<file path="config.mk">
export PLATFORM = sky130hd
export DESIGN_NAME = add_sub_arbiter
export DESIGN_NICKNAME = d
export VERILOG_FILES = /design/src/rtl/add_sub_arbiter.sv
export SDC_FILE = /design/constraint.sdc
export NUM_CORES = 1
export LEC_CHECK = 0
export ABC_AREA = 1
export CAP_MARGIN = 15
export CELL_PAD_IN_SITES_DETAIL_PLACEMENT = 1
export CELL_PAD_IN_SITES_GLOBAL_PLACEMENT = 1
export CORE_AREA = 5 5 65 67
export CTS_CLUSTER_SIZE = 40
export DETAILED_ROUTE_END_ITERATION = 8
export DIE_AREA = 0 0 70 72
export GPL_TIMING_DRIVEN = 0
export PLACE_DENSITY_LB_ADDON = 0.3
export SETUP_SLACK_MARGIN = 0.2
export SLEW_MARGIN = 20
export SYNTH_ARGS = -nofsm -noshare
export SYNTH_HDL_FRONTEND = slang
export SYNTH_SLANG_ARGS = --single-unit
export TNS_END_PERCENT = 20
</file>
<file path="constraint.sdc">
create_clock -name clk_i -period 2.7 [get_ports clk_i]
set_input_delay 0.54 -clock clk_i [delete_from_list [all_inputs] [get_ports clk_i]]
set_output_delay 0.54 -clock clk_i [all_outputs]
set_load 0.02 [all_outputs]
</file>
<file path="src/rtl/add_sub_arbiter.sv">
// Round-robin arbiter sharing one add/subtract datapath between two requesters.
// Operands are latched on accept, the result is registered and held until consumed.

module add_sub_4_bit #(
  parameter int WIDTH = 4
) (
  input  logic [WIDTH-1:0] A_i,
  input  logic [WIDTH-1:0] B_i,
  input  logic             M_i,
  output logic [WIDTH-1:0] S_o,
  output logic             C_o,
  output logic             V_o
);

  logic [WIDTH-1:0] bEff;
  logic [WIDTH-1:0] lowSum;
  logic [1:0]       topSum;

  // Split at the MSB so the carry into it is visible for overflow detection.
  assign bEff   = B_i ^ {WIDTH{M_i}};
  assign lowSum = {1'b0, A_i[WIDTH-2:0]} + {1'b0, bEff[WIDTH-2:0]} + {{(WIDTH-1){1'b0}}, M_i};
  assign topSum = {1'b0, A_i[WIDTH-1]} + {1'b0, bEff[WIDTH-1]} + {1'b0, lowSum[WIDTH-1]};

  assign S_o = {topSum[0], lowSum[WIDTH-2:0]};
  assign C_o = topSum[1];
  assign V_o = topSum[1] ^ lowSum[WIDTH-1];

endmodule

module add_sub_arbiter #(
  parameter int WIDTH = 4
) (
  input  logic             clk_i,
  input  logic             rst_ni,
  input  logic             req0_valid_i,
  input  logic [WIDTH-1:0] req0_A_i,
  input  logic [WIDTH-1:0] req0_B_i,
  input  logic             req0_M_i,
  output logic             req0_ready_o,
  input  logic             req1_valid_i,
  input  logic [WIDTH-1:0] req1_A_i,
  input  logic [WIDTH-1:0] req1_B_i,
  input  logic             req1_M_i,
  output logic             req1_ready_o,
  output logic             rsp_valid_o,
  input  logic             rsp_ready_i,
  output logic             rsp_id_o,
  output logic [WIDTH-1:0] S_o,
  output logic             C_o,
  output logic             V_o,
  output logic             busy_o
);

  typedef enum logic [1:0] {
    IDLE = 2'd0,
    EXEC = 2'd1,
    RESP = 2'd2
  } stateE;

  stateE            state_q;
  logic             rrPtr_q;
  logic             opId_q;
  logic             opM_q;
  logic [WIDTH-1:0] opA_q;
  logic [WIDTH-1:0] opB_q;
  logic             rspId_q;
  logic [WIDTH-1:0] sum_q;
  logic             carry_q;
  logic             ovf_q;

  logic             winnerId;
  logic             inIdle;
  logic             accept;
  logic [WIDTH-1:0] dpS;
  logic             dpC;
  logic             dpV;

  // Readys are gated by reset so nothing is granted while the block is held in reset.
  assign winnerId     = (req0_valid_i && req1_valid_i) ? rrPtr_q : req1_valid_i;
  assign inIdle       = rst_ni && (state_q == IDLE);
  assign req0_ready_o = inIdle && req0_valid_i && !winnerId;
  assign req1_ready_o = inIdle && req1_valid_i && winnerId;
  assign accept       = req0_ready_o || req1_ready_o;

  add_sub_4_bit #(.WIDTH(WIDTH)) uDatapath (
    .A_i (opA_q),
    .B_i (opB_q),
    .M_i (opM_q),
    .S_o (dpS),
    .C_o (dpC),
    .V_o (dpV)
  );

  always_ff @(posedge clk_i or negedge rst_ni) begin
    if (!rst_ni) begin
      state_q <= IDLE;
      rrPtr_q <= 1'b0;
      opId_q  <= 1'b0;
      opM_q   <= 1'b0;
      opA_q   <= '0;
      opB_q   <= '0;
      rspId_q <= 1'b0;
      sum_q   <= '0;
      carry_q <= 1'b0;
      ovf_q   <= 1'b0;
    end else begin
      case (state_q)
        IDLE: begin
          if (accept) begin
            opA_q   <= winnerId ? req1_A_i : req0_A_i;
            opB_q   <= winnerId ? req1_B_i : req0_B_i;
            opM_q   <= winnerId ? req1_M_i : req0_M_i;
            opId_q  <= winnerId;
            rrPtr_q <= !winnerId;
            state_q <= EXEC;
          end
        end
        EXEC: begin
          sum_q   <= dpS;
          carry_q <= dpC;
          ovf_q   <= dpV;
          rspId_q <= opId_q;
          state_q <= RESP;
        end
        RESP: begin
          if (rsp_ready_i) begin
            state_q <= IDLE;
          end
        end
        default: state_q <= IDLE;
      endcase
    end
  end

  assign rsp_valid_o = (state_q == RESP);
  assign busy_o      = (state_q != IDLE);
  assign rsp_id_o    = rspId_q;
  assign S_o         = sum_q;
  assign C_o         = carry_q;
  assign V_o         = ovf_q;

endmodule

</file>
### After elaboration in Yosys (flattened, before gate mapping)

Index checks and enable logic that the tools add are counted.
Widths: inputs -> output; s select.

* bits in registers: 20
* bits of input ports: 23
* output and inout port bits: 11
* logic and storage cells: 39

* add/subtract/negate cells: 4
* equal/unequal tests: 4
* mux-type cells: 7
* bitwise operators: 2
* reductions and logical operators: 12

Operator list (count)
* $mux 4: 2
* $logic_and 1x1->1: 6
* $pmux 2 s3: 1
* $add 3x3->4: 1
* $add 4x1->4: 1
* $mux 2: 2
* $reduce_and 2->1: 2
* $xor 4x4->4: 1
* $add 1x1->2: 1
* $add 2x1->2: 1
* $eq 2x1->1 const B: 1
* $eq 2x2->1 const B: 1
* $logic_not 2->1: 1
* $mux 1: 2
* $ne 2x1->1 const B: 1
* $ne 2x2->1 const B: 1
* $reduce_bool 2->1: 1
* $logic_not 1->1: 1
* $logic_or 1x1->1: 1
* $xor 1x1->1: 1

### Logic depth before layout (Yosys ltp)

* word-level depth: 7
* depth in mapped cells: 12
* mapped depth without buffers: 11

### By module

A second synthesis with hierarchy kept.

* cells, all modules: 146
* area, all modules: 1189.9 um^2

By module, submodules not included
* add_sub_arbiter: instances 1, cells an instance 124, area each 991.0 um^2
* add_sub_4_bit: instances 1, cells an instance 22, area each 198.9 um^2

### Least setup slack after synthesis

No wires, ideal clock.

* path type: reg-to-reg
* from: register opM_q
* to: register ovf_q (netlist: V_o)
* setup time: 0.124 ns
* arrival time: 1.855 ns
* required time: 2.576 ns
* path slack: 0.721 ns
* stages on the path, launching flop included: 13
* buffers on the path: 1
* cells stage by stage: dfrtp_1 -> clkbuf_2 -> xor2_1 -> ha_1 -> nand2_1 -> inv_1 -> nand3_1 -> nand2_1 -> fa_1 -> inv_1 -> nor2_1 -> nand3_1 -> nand3_1

* longest elaborated chain between the ends: 5

RTL lines
* start: declaration: RTL line 63 `logic opM_q;`
* start signal: assignment: RTL line 112 `opM_q <= winnerId ? req1_M_i : req0_M_i;`
* $xor 4x4->4: RTL line 20 `assign bEff = B_i ^ {WIDTH{M_i}};`
* $add 3x3->4: RTL line 21 `assign lowSum = {1'b0, A_i[WIDTH-2:0]} + {1'b0, bEff[WIDTH-2:0]} + {{(WIDTH-1){1'b0}}, M_i};`
* $add 4x1->4: RTL line 21
* $add 2x1->2 (*): RTL line 22 `assign topSum = {1'b0, A_i[WIDTH-1]} + {1'b0, bEff[WIDTH-1]} + {1'b0, lowSum[WIDTH-1]};`
* net dpC: RTL line 75 `logic dpC;`
* $xor 1x1->1 (*): RTL line 26 `assign V_o = topSum[1] ^ lowSum[WIDTH-1];`
* end signal: assignment: RTL line 121 `ovf_q <= dpV;`
* end: declaration: RTL line 69 `logic ovf_q;`

The timed path passes the listed nets; every way through them passes the cells marked *.
A chain may end at the register's enable or synchronous reset.

### Worst setup path after layout

* from: input port req1_valid_i
* to: output port req0_ready_o

* longest elaborated chain between the ends: 4

RTL lines
* start: declaration: RTL line 40 `input logic req1_valid_i,`
* $logic_and 1x1->1: RTL line 79 `assign winnerId = (req0_valid_i && req1_valid_i) ? rrPtr_q : req1_valid_i;`
* $mux 1 (*): RTL line 79
* $logic_not 1->1 (*): RTL line 81 `assign req0_ready_o = inIdle && req0_valid_i && !winnerId;`
* $logic_and 1x1->1 (*): RTL line 81
* end: declaration: RTL line 39 `output logic req0_ready_o,`

Every way passes the cells marked *; elsewhere a longest branch is shown, timed or not.

==> impl_results.md <==
- Leak Pwr: 0.8215 nW
- Synth-to-layout area growth: 38.99%
- Register area share after synthesis: 45.87%
- Final Hold Fails: 0
- R2r setup slk: 510 ps
- Final number of setup-violating endpoints: 0
- GP Congestion: 0.6946
- Main combinational cell family by area after synthesis: simple AND/OR/NAND/NOR gates
- Synth Area per Inst: 7.577 sq um
- Outcome: completed
- Post-Synth Simple-Gate Area: 26.03%
- Commonest non-fill, non-tap cells in the layout: nand2_1 (56), clkdlybuf4s50_1 (30), inv_1 (22), dfrtp_1 (20), o21ai_0 (14)
- Cell area after layout: 1516 sq um
- CP arrival: 1890 ps
- Initial Util: 30.49%
- Synth Area in XOR/XNOR: 3.211%
- Initial drt markers: 5
- WS Path Type: in -> out
- TritonCTS clock tree: done
- Antenna diodes: 0
- HP Class: in -> async
- Post-route setup slack: 273.1 ps
- Initial antenna violation count: 0
- Avg Vias per Cell: 4.266
- WL final: 2562 um
- Max_slew headroom: 80.86%
- Setup TNS: 0 ps
- Proportion of layout cells with a drive suffix above 1: 8.287%
- CP required: 2160 ps
- CTS max path bufs: 2
- DP Worst Slack: -880.0 ps
- Hold buffers post-CTS: 0
- Compound-cell area share of the yosys netlist: 7.454%
- RR Startpoint: opM_q
- Final min period: 2427 ps
- Yosys reg bits: 20
- Core Rows: 22
- Min Hold Slack: 89.64 ps
- Die Y: 72 um
- DRT Pass-1 Iters: 4
- Reg2Reg Depth: 12
- Horiz. Die Dim: 70 um
- Grt total ovfl: 0
- Post-synthesis mux area share: 0%
- Buffers on Ports: 33
- Crit path max-delay cell type: clkdlybuf4s50_1
- Crit-path cells: clkdlybuf4s50_1 > nor2_1 > nor3_4 > nand2_1 > inv_1 > dlygate4sd2_1
- Vias in the first global route: 1087
- Post-detailed-route DRC marker count: 0
- Clock Latency Late Sink: 300 ps
- R2r endpoint: V_o
- DR vias: 977
- Core footprint: 3578 sq um
- First-pass GRT wire length: 4491 um
- Crit-path max FO: 5
- Worst setup EP type: output pin
- Largest net degree at the start of global routing: 22
- Final nets: 209
- Global Route Usage Sum: 10.72%
- Max incr delay on CP: 490 ps
- CTS Root Cell: clkbuf_4
- I/O pin count: 34
- Post-DP HPWL: 2148 um
- RSZ-0062 raised after global routing: yes
- Syn Inst Count: 144
- Peak supply drop: 0.2234 mV
- Slew @ Worst Pin: 286.2 ps
- Max-cap violations: 0
- Clock sinks: 20
- Per-cell routed wire length: 11.19 um
- Clock-pin slew on the worst setup and hold paths: 120 ps
- Net Count, Synth: 171
- Final Max Tran Viols: 0
- PwrDens: 967.6 nW/um^2
- Htree depth: 1
- Synth Area in Adders: 5.963%
- Cell Area, Synth: 1091 sq um
- Routed Antenna Nets: 0
- Most common cell after layout, fill and taps aside: nand2_1
- Period utilisation layout: 89.88%
- Ys Warns: 0
- Cts bufs inserted: 3
- Total Die Area: 5040 sq um
- Max Clock Skew: 8.924 ps
- Yosys cell types: 19
- FMAX: 412.1 MHz
- Setup crit start kind: input port
- Cell Area, Placed: 1481 sq um
-- registers in the layout, indices dropped and copies added (netlist names) --
register and cells:
opM_q 1, C_o 1, rrPtr_q 1, state_q 2, V_o 1, rsp_id_o 1
opB_q 4, opA_q 4, S_o 4, opId_q 1
-- worst max-delay path: cells and delay by family --
kind	cells	cell delay, ps
AND/OR/NAND/NOR	3	450
buffers and inverters	3	900
-- worst max-delay path by stage --
stage	depth (start not counted)	from	end	slack [ps]
floorplan	12	opM_q	V_o	720
global placement	6	rst_ni	req0_ready_o	-790
detailed placement	6	rst_ni	req0_ready_o	-880
CTS	8	req0_valid_i	req1_ready_o	130
global route	6	req1_valid_i	req0_ready_o	200
finish	6	req1_valid_i	req0_ready_o	270
-- logic make-up (layout without fill, tap and decap cells) --
family,count (synthesis),count (layout)
AOI/OAI and AO/OA,16,16
xor gates and xnor gates,4,4
buffers and inverters,30,67
DFF,20,20
and+or+nand+nor,70,70
adders and majority gates,4,4
-- power breakdown --
group / leakage, nW / internal (mW) / switching, mW / total, mW
sequential: 0.249 / 0.427 / 0.0783 / 0.505
clock: 0.0210 / 0.0822 / 0.0948 / 0.177
combinational: 0.552 / 0.353 / 0.432 / 0.785
-- final cells by class --
cell class / instances / area (sq um)
buffer: 5 / 31.28
clock buffer: 4 / 36.28
fill: 464 / 2062
inverter: 25 / 93.84
multi-input combinational: 94 / 465.4
sequential: 20 / 500.5
tap: 48 / 60.06
timing repair buffer: 33 / 329.1
-- cell usage after synthesis, drive strengths merged --
cell type / number / share of area (%)
o21ai: 14 / 6.4
xnor2: 1 / 0.80
ha: 2 / 2.3
nand2: 57 / 20
buf: 4 / 2.4
and2: 1 / 0.57
a31oi: 1 / 0.57
inv: 25 / 8.6
nand3: 3 / 1.4
nor2: 8 / 2.8
clkbuf: 1 / 0.46
dfrtp: 20 / 46
nor3: 1 / 1.5
xor2: 3 / 2.4
a21oi: 1 / 0.46
fa: 2 / 3.7
-- per-layer routing --
layer,share of wire (%),wire (um),vias up,track usage (%)
li1,-,-,506,-
met1,45,1156,432,12.13
met2,48,1240,35,19.94
met3,5.0,127,4,1.801
met4,1.5,38,0,4.468
met5,0,0,-,0
-- through the flow --
step	cells	total power, mW	util (%)
after CTS	229	1.498	42.31
after global routing	229	1.614	42.38
after global placement	225	1.255	41.40
final	229	1.467	42.38
after detailed placement	225	1.317	41.40
after floorplan	144	1.015	-
-- what timing repair did --
| action | in CTS | in global routing |
|---|---|---|
| cloned | 0 | 0 |
| endpoints found under the setup margin | 2 | 2 |
| hold endpoints to repair | 0 | 0 |
| gates resized for setup | 7 | 1 |
| setup buffers | 0 | 0 |
| pin swaps | 0 | 0 |
Power figures use the tool's default switching activity.
